**config.mk**
```make
export PLATFORM = sky130hd
export DESIGN_NAME = alu_ctrl
export DESIGN_NICKNAME = d
export VERILOG_FILES = /design/src/rtl/alu_ctrl.sv
export SDC_FILE = /design/constraint.sdc
export NUM_CORES = 1
export LEC_CHECK = 0
export CAP_MARGIN = 10
export CORE_AREA = 2 2 124 126
export CTS_BUF_LIST = sky130_fd_sc_hd__clkbuf_8 sky130_fd_sc_hd__clkbuf_16
export DETAILED_ROUTE_END_ITERATION = 12
export DIE_AREA = 0 0 126 128
export PLACE_DENSITY = 0.7
export SYNTH_ARGS = -nofsm -noshare
export SYNTH_HDL_FRONTEND = slang
export SYNTH_SLANG_ARGS = --single-unit
```
**constraint.sdc**
```tcl
create_clock -name clk -period 4.61 [get_ports clk]
set_input_delay 0.922 -clock clk [delete_from_list [all_inputs] [get_ports clk]]
set_output_delay 0.922 -clock clk [all_outputs]
set_load 0.01 [all_outputs]
```
**src/rtl/alu_ctrl.sv**
```systemverilog
// alu_ctrl: sequences one ALU instruction at a time over a 4x16 register file.
// Optional ALU_CTRL_CARRY_CHAIN_EN feeds the stored CY into the ALU carry input.
// Ports: clk/rst_n (sync, active-low); req_* valid/ready instruction offer;
//   done/dout retirement pulse and result; flags {Z,CY,S,P,OV};
//   dbg_addr/dbg_data register peek; alu_* drive and return an external ALU.
module alu_ctrl (
   input  logic        clk,
   input  logic        rst_n,
   input  logic        req_valid,
   output logic        req_ready,
   input  logic [2:0]  req_op,
   input  logic [1:0]  req_rd,
   input  logic [1:0]  req_rs,
   input  logic        req_imm_sel,
   input  logic [15:0] req_imm,
   input  logic        req_use_cy,
   output logic        done,
   output logic [15:0] dout,
   output logic [4:0]  flags,
   input  logic [1:0]  dbg_addr,
   output logic [15:0] dbg_data,
   output logic [2:0]  alu_opcode,
   output logic [15:0] alu_arg1,
   output logic [15:0] alu_arg2,
   output logic [4:0]  alu_in_flg,
   input  logic [15:0] alu_res,
   input  logic [4:0]  alu_out_flg
);

   typedef enum logic [1:0] {S_IDLE, S_EXEC, S_DONE} state_t;

   state_t      state;
   logic [15:0] regs [4];
   logic [4:0]  flg_q;
   logic [15:0] dout_q;
   logic        ready_q;
   logic        done_q;
   logic [2:0]  op_q;
   logic [1:0]  rd_q;
   logic [1:0]  rs_q;
   logic        imm_sel_q;
   logic [15:0] imm_q;
   logic        exec;
   logic        cy_in;
   logic [15:0] arg2;

`ifdef ALU_CTRL_CARRY_CHAIN_EN
   logic        use_cy_q;
   assign cy_in = flg_q[3] & use_cy_q;
`else
   // Carry chain disabled: the request bit has no effect.
   logic        unused_use_cy;
   assign unused_use_cy = req_use_cy;
   assign cy_in = 1'b0;
`endif

   always_ff @(posedge clk) begin
      if (!rst_n) begin
         state     <= S_IDLE;
         for (int i = 0; i < 4; i++) regs[i] <= '0;
         flg_q     <= '0;
         dout_q    <= '0;
         ready_q   <= 1'b1;
         done_q    <= 1'b0;
         op_q      <= '0;
         rd_q      <= '0;
         rs_q      <= '0;
         imm_sel_q <= 1'b0;
         imm_q     <= '0;
`ifdef ALU_CTRL_CARRY_CHAIN_EN
         use_cy_q  <= 1'b0;
`endif
      end else begin
         unique case (state)
            S_IDLE: begin
               if (req_valid && ready_q) begin
                  op_q      <= req_op;
                  rd_q      <= req_rd;
                  rs_q      <= req_rs;
                  imm_sel_q <= req_imm_sel;
                  imm_q     <= req_imm;
`ifdef ALU_CTRL_CARRY_CHAIN_EN
                  use_cy_q  <= req_use_cy;
`endif
                  ready_q   <= 1'b0;
                  state     <= S_EXEC;
               end
            end
            S_EXEC: begin
               regs[rd_q] <= alu_res;
               dout_q     <= alu_res;
               // MOV1/MOV2 leave the ALU carry undefined, so CY is kept.
               if (op_q[2:1] == 2'b11)
                  flg_q <= {alu_out_flg[4], flg_q[3], alu_out_flg[2:0]};
               else
                  flg_q <= alu_out_flg;
               done_q     <= 1'b1;
               state      <= S_DONE;
            end
            S_DONE: begin
               done_q  <= 1'b0;
               ready_q <= 1'b1;
               state   <= S_IDLE;
            end
            default: begin
               done_q  <= 1'b0;
               ready_q <= 1'b1;
               state   <= S_IDLE;
            end
         endcase
      end
   end

   assign exec = (state == S_EXEC);
   // Both operands read the register file before this instruction's write.
   assign arg2 = imm_sel_q ? imm_q : regs[rs_q];

   assign alu_opcode = exec ? op_q : '0;
   assign alu_arg1   = exec ? regs[rd_q] : '0;
   assign alu_arg2   = exec ? arg2 : '0;
   assign alu_in_flg = exec ? {flg_q[4], cy_in, flg_q[2:0]} : '0;

   assign req_ready = ready_q;
   assign done      = done_q;
   assign dout      = dout_q;
   assign flags     = flg_q;
   assign dbg_data  = regs[dbg_addr];

endmodule

```
==> results.md <==
Global routing:
- Summed over all layers, the global routing overflow is 0.
- The via count of the first global-routing pass was 4327.
- The maximum number of pins on one net before global-route repair is slightly above 50.
- The first global-routing pass estimated 24250 um of wire.
- The initial antenna violation count came to 0.
- The overall track demand over capacity in global routing is 20.01%.

Finish:
- The cell area after layout is approximately 8000 um2.
- Counting the fill cells in the layout gives between 1000 and 1500.
- The number of inserted diodes is 0.
- The area overhead of the layout relative to synthesis is 33.41%.
- The sequential cell area is 2983 um2.
- The net total in the final layout is between 600 and 700.
- The area used by multi-input combinational logic is 2603 um2.
- Cells with a size suffix above 1 make up between 10% and 20% of the layout.

CTS:
- In this run, post-CTS hold repair placed 0 buffers.
- The count of buffers added by post-CTS timing repair for setup is 0.
- Buffers inserted during clock tree synthesis total 17.
- The CTS tree is yes.
- The later pin in the worst-skew pair is clocked with a latency of 0.43 ns.
- The clock passes through at most 2 buffers.
- The total number of H-tree levels is 4.
- Gates resized during post-CTS repair numbered 0.
- CTS placed an instance of clkbuf_16 at the clock tree root.
- The clock net sink count is 117.
- After clock tree synthesis, the clock-pin slew on the worst setup and hold paths is 0.05 ns.

STA:
- Setup repair after global routing left no endpoint under its margin.
- The count of final hold-check violations is 0.
- The number of pins with negative max-slew slack in the final report is 0.
- The clock arrives with 0.02069 ns of skew.
- Static timing analysis puts the maximum clock frequency at between 200 and 300 MHz.
- For the pin with the worst max-slew slack, the measured transition is 1.127 ns.
- The routed design could run at a clock period as short as 3.738 ns.
- The setup TNS is 0 ns.
- The worst pin sits at a relative slew slack of approximately a quarter.
- Setup violations remaining at the end of the flow were counted as 0.
- The portion of the clock cycle consumed by the worst path in the final layout is 81.07%.
- Hold timing on the final database bottoms out at a slack of 0.4522 ns.

Synth:
- The async set-reset flop share out of synthesis is 0%.
- Synthesis produced 483 cells.
- The mapped netlist covers 5846 um2.
- In the synthesized netlist the dominant register cell turns out to be edfxtp_1.
- The synthesized area divided by synthesized cell count is 12.10 um2.
- In this run, synthesis produced a sequential element count of approximately 120.
- The cell type with the highest aggregate area in the netlist is edfxtp_1.
- After synthesis, the share of cell area in mux cells is 21.62%.
- The post-synthesis share of cell area spent on full adders, half adders and majority gates is 0%.
- The number of synthesized flops with an enable pin is 64.
- Yosys attributes the largest share of cell area to edfxtp_1, dfxtp_1, mux4_2.
- The area share of and/or/nand/nor cells after synthesis is 18.47%.
- In the post-synthesis netlist, the cell with the most instances is nand2_1.
- The XOR/XNOR share of the synthesized area is 0%.
- The number of unique standard cell types used by synthesis is 32.
- Yosys printed 0 warnings.
- After synthesis, the largest family of logic cells by area is multiplexers.
- When the netlist entered floorplanning its net count stood at 534.
- The area fraction of the dominant cell type after synthesis is 32.88%.
- The sequential share of the synthesized area is 51.03%.
- The synthesized netlist devotes 4.195% of its cell area to compound gates.
- Ranked by instance count, the synthesized netlist is headed by nand2_1, and2_1, edfxtp_1.

Worst setup path:
- For this design, the slowest cell found on the critical path is mux4_2.
- The critical path buffer and inverter count is 3.
- The maximum fanout along the worst path is 16.
- The delay contributed by the slowest stage of the critical path is 0.57 ns.
- The family with the most delay on the worst path is buffers and inverters.
- The sort of element at the start of the critical path is a primary input.
- STA classifies the critical path endpoint as an output pin.
- By instance count, the cell type seen most on the critical path is clkdlybuf4s50_1.
- The arrival time at the worst endpoint is 2.82 ns.
- The critical path goes through clkdlybuf4s50_1 -> buf_4 -> mux4_2 -> clkdlybuf4s50_1.
- At the worst endpoint, the required time is 3.69 ns.
- The path type of the worst setup path is in2out.

Power:
- The sequential group share of total power is 41.0%.
- Per report_power, the clock group accounts for between 40% and 50% of the total.
- Summed over all nets, the switching power comes to 687.6 uW.
- Summed over all cells, the static leakage comes to 2.819 nW.
- Across the VDD grid, the largest voltage drop is 0.0002354 V.
- The power density over the cells is around 380 nW/um2.
- Summing internal, switching and leakage power gives 2.964 mW.
- The power share of the combinational group is between 10% and 20%.
- The switching share of total power is between 20% and 30%.
- The cell-internal power is 2.276 mW.

Floorplanning:
- The die covers roughly 16000 um2.
- The I/O pin count is 130.
- The die boundary height is 128 um.
- Measured along the x axis, the die boundary spans 126 um.
- Once the floorplan was initialized, standard cells occupied 39.33% of the core.
- The floorplan has 45 rows.
- The area inside the core boundary is around 15000 um2.

Placed design:
- The count of buffers from port buffering is 127.
- The final weighted congestion in routability-driven placement is 0.7898.
- The wire-length estimate of the detail-placed layout is 10060 um.
- After detailed placement, the total cell area comes to 7174 um2.

Outcome:
- The run finished with clean final reports.

Flow run:
- The tool flagged a number of max-cap violations equal to 0.

Drt:
- The final routed DRC violation total is 0.
- The detailed-route via count is 4198.
- For this run, the detailed router's first-pass iteration total came to 5.
- The count of nets left with antenna violations once routing finished came out at 0.
- The DRC marker count from the first detailed-route iteration is 303.
- The highest layer touched by signal routing is met4.
- The sum of routed wire length over all layers is 15710 um.
- The routed wire length on met2 is 7922 um.
- The detailed-route wire length per cell is just under 20 um.
- The routed length on met3 is 1051 um.
- The average via count per standard cell is ~5.3.
- The met1 wire length is about 6600 um.

Worst hold path:
- The path category of the worst min-delay check is reg2reg.
[cell families (layout without fill, tap and decap cells)]
family                 Yosys count  in the layout
buffers and inverters           44            171
multiplexers                    64             64
AO/OA/AOI/OAI                   48             48
flip-flops                     117            117
other                            1              1
AND/OR/NAND/NOR                209            209
[worst reg2reg max path: cells and delay by family, from the launching register on]
| family | cells | cell delay [ns] |
|---|---|---|
| simple gates | 3 | 1.17 |
| flops | 1 | 0.46 |
| buf+inv | 1 | 0.24 |
[through the flow]
stage          worst slack, ns  util, %  std cells
3_3_place_gp            0.8644    48.27        766
2_1_floorplan            1.774        -        483
4_1_cts                 0.8295    52.47        798
5_1_grt                 0.7432    52.47        798
6_report                0.8725    52.47        798
3_5_place_dp            0.8672    48.27        766
[path summary, 6_finish.rpt]
path / startpoint / to / slack [ns] / depth (start not counted)
setup / recovery: dbg_addr[0] / dbg_data[5] / 0.87 / 4
hold / removal: op_q[0]$_SDFFE_PN0P_ / op_q[0]$_SDFFE_PN0P_ / 0.45 / 2
setup reg to reg: state[0]$_SDFFE_PN0P_ / regs[2][10]$_SDFFCE_PN0P_ / 2.35 / 4
hold reg to reg: op_q[0]$_SDFFE_PN0P_ / op_q[0]$_SDFFE_PN0P_ / 0.45 / 2
[power groups by stage]
stage	logic [mW]	registers [mW]	clock network, mW
floorplan	0.235	1.21	0
global placement	0.387	1.23	0
detailed placement	0.391	1.23	0
CTS	0.393	1.21	1.38
global route	0.418	1.22	1.43
finish	0.388	1.21	1.36
[cell usage in the layout, fill, tap and decap left out, drive strengths merged]
cell type      netlist  layout
nor2                19      19
nor2b                1       1
buf                 29      10
and3                16      16
nor3b                2       2
and4bb               1       1
mux4                48      48
clkbuf              13      24
mux2i               16      16
edfxtp              64      64
dfxtp               53      53
o21ai                2       2
a21oi               45      45
nand3                1       1
clkinvlp             0       1
nand2b               4       4
clkdlybuf4s50        0     127
nor3                 2       2
and2                71      71
a21bo                1       1
nand2               90      90
nand4bb              1       1
bufinv               0       2
conb                 1       1
nand3b               1       1
inv                  2       2
clkinv               0       5
[metal layers]
metal / vias to the layer above / GRT usage [%]
met5: - / 0
met4: 0 / 7.822
met3: 9 / 4.841
met2: 144 / 32.86
met1: 2087 / 25.77
li1: 1958 / -
[state kept, by name, indices dropped and copies added, names as in the netlist, 2 cells and up, named ones only]
signal	count
regs	64
dout	16
imm_q	16
flags	5
op_q	3
rd_q	2
rs_q	2
state	2
[layout make-up]
class,instances,area share (%)
Clock buffer,24,6.835
Clock inverter,8,1.171
Inverter,2,0.09626
Multi-Input combinational cell,322,33.37
Sequential cell,117,38.25
Tap cell,188,3.016
Timing Repair Buffer,137,17.26
(Power assumes the default switching activity.)
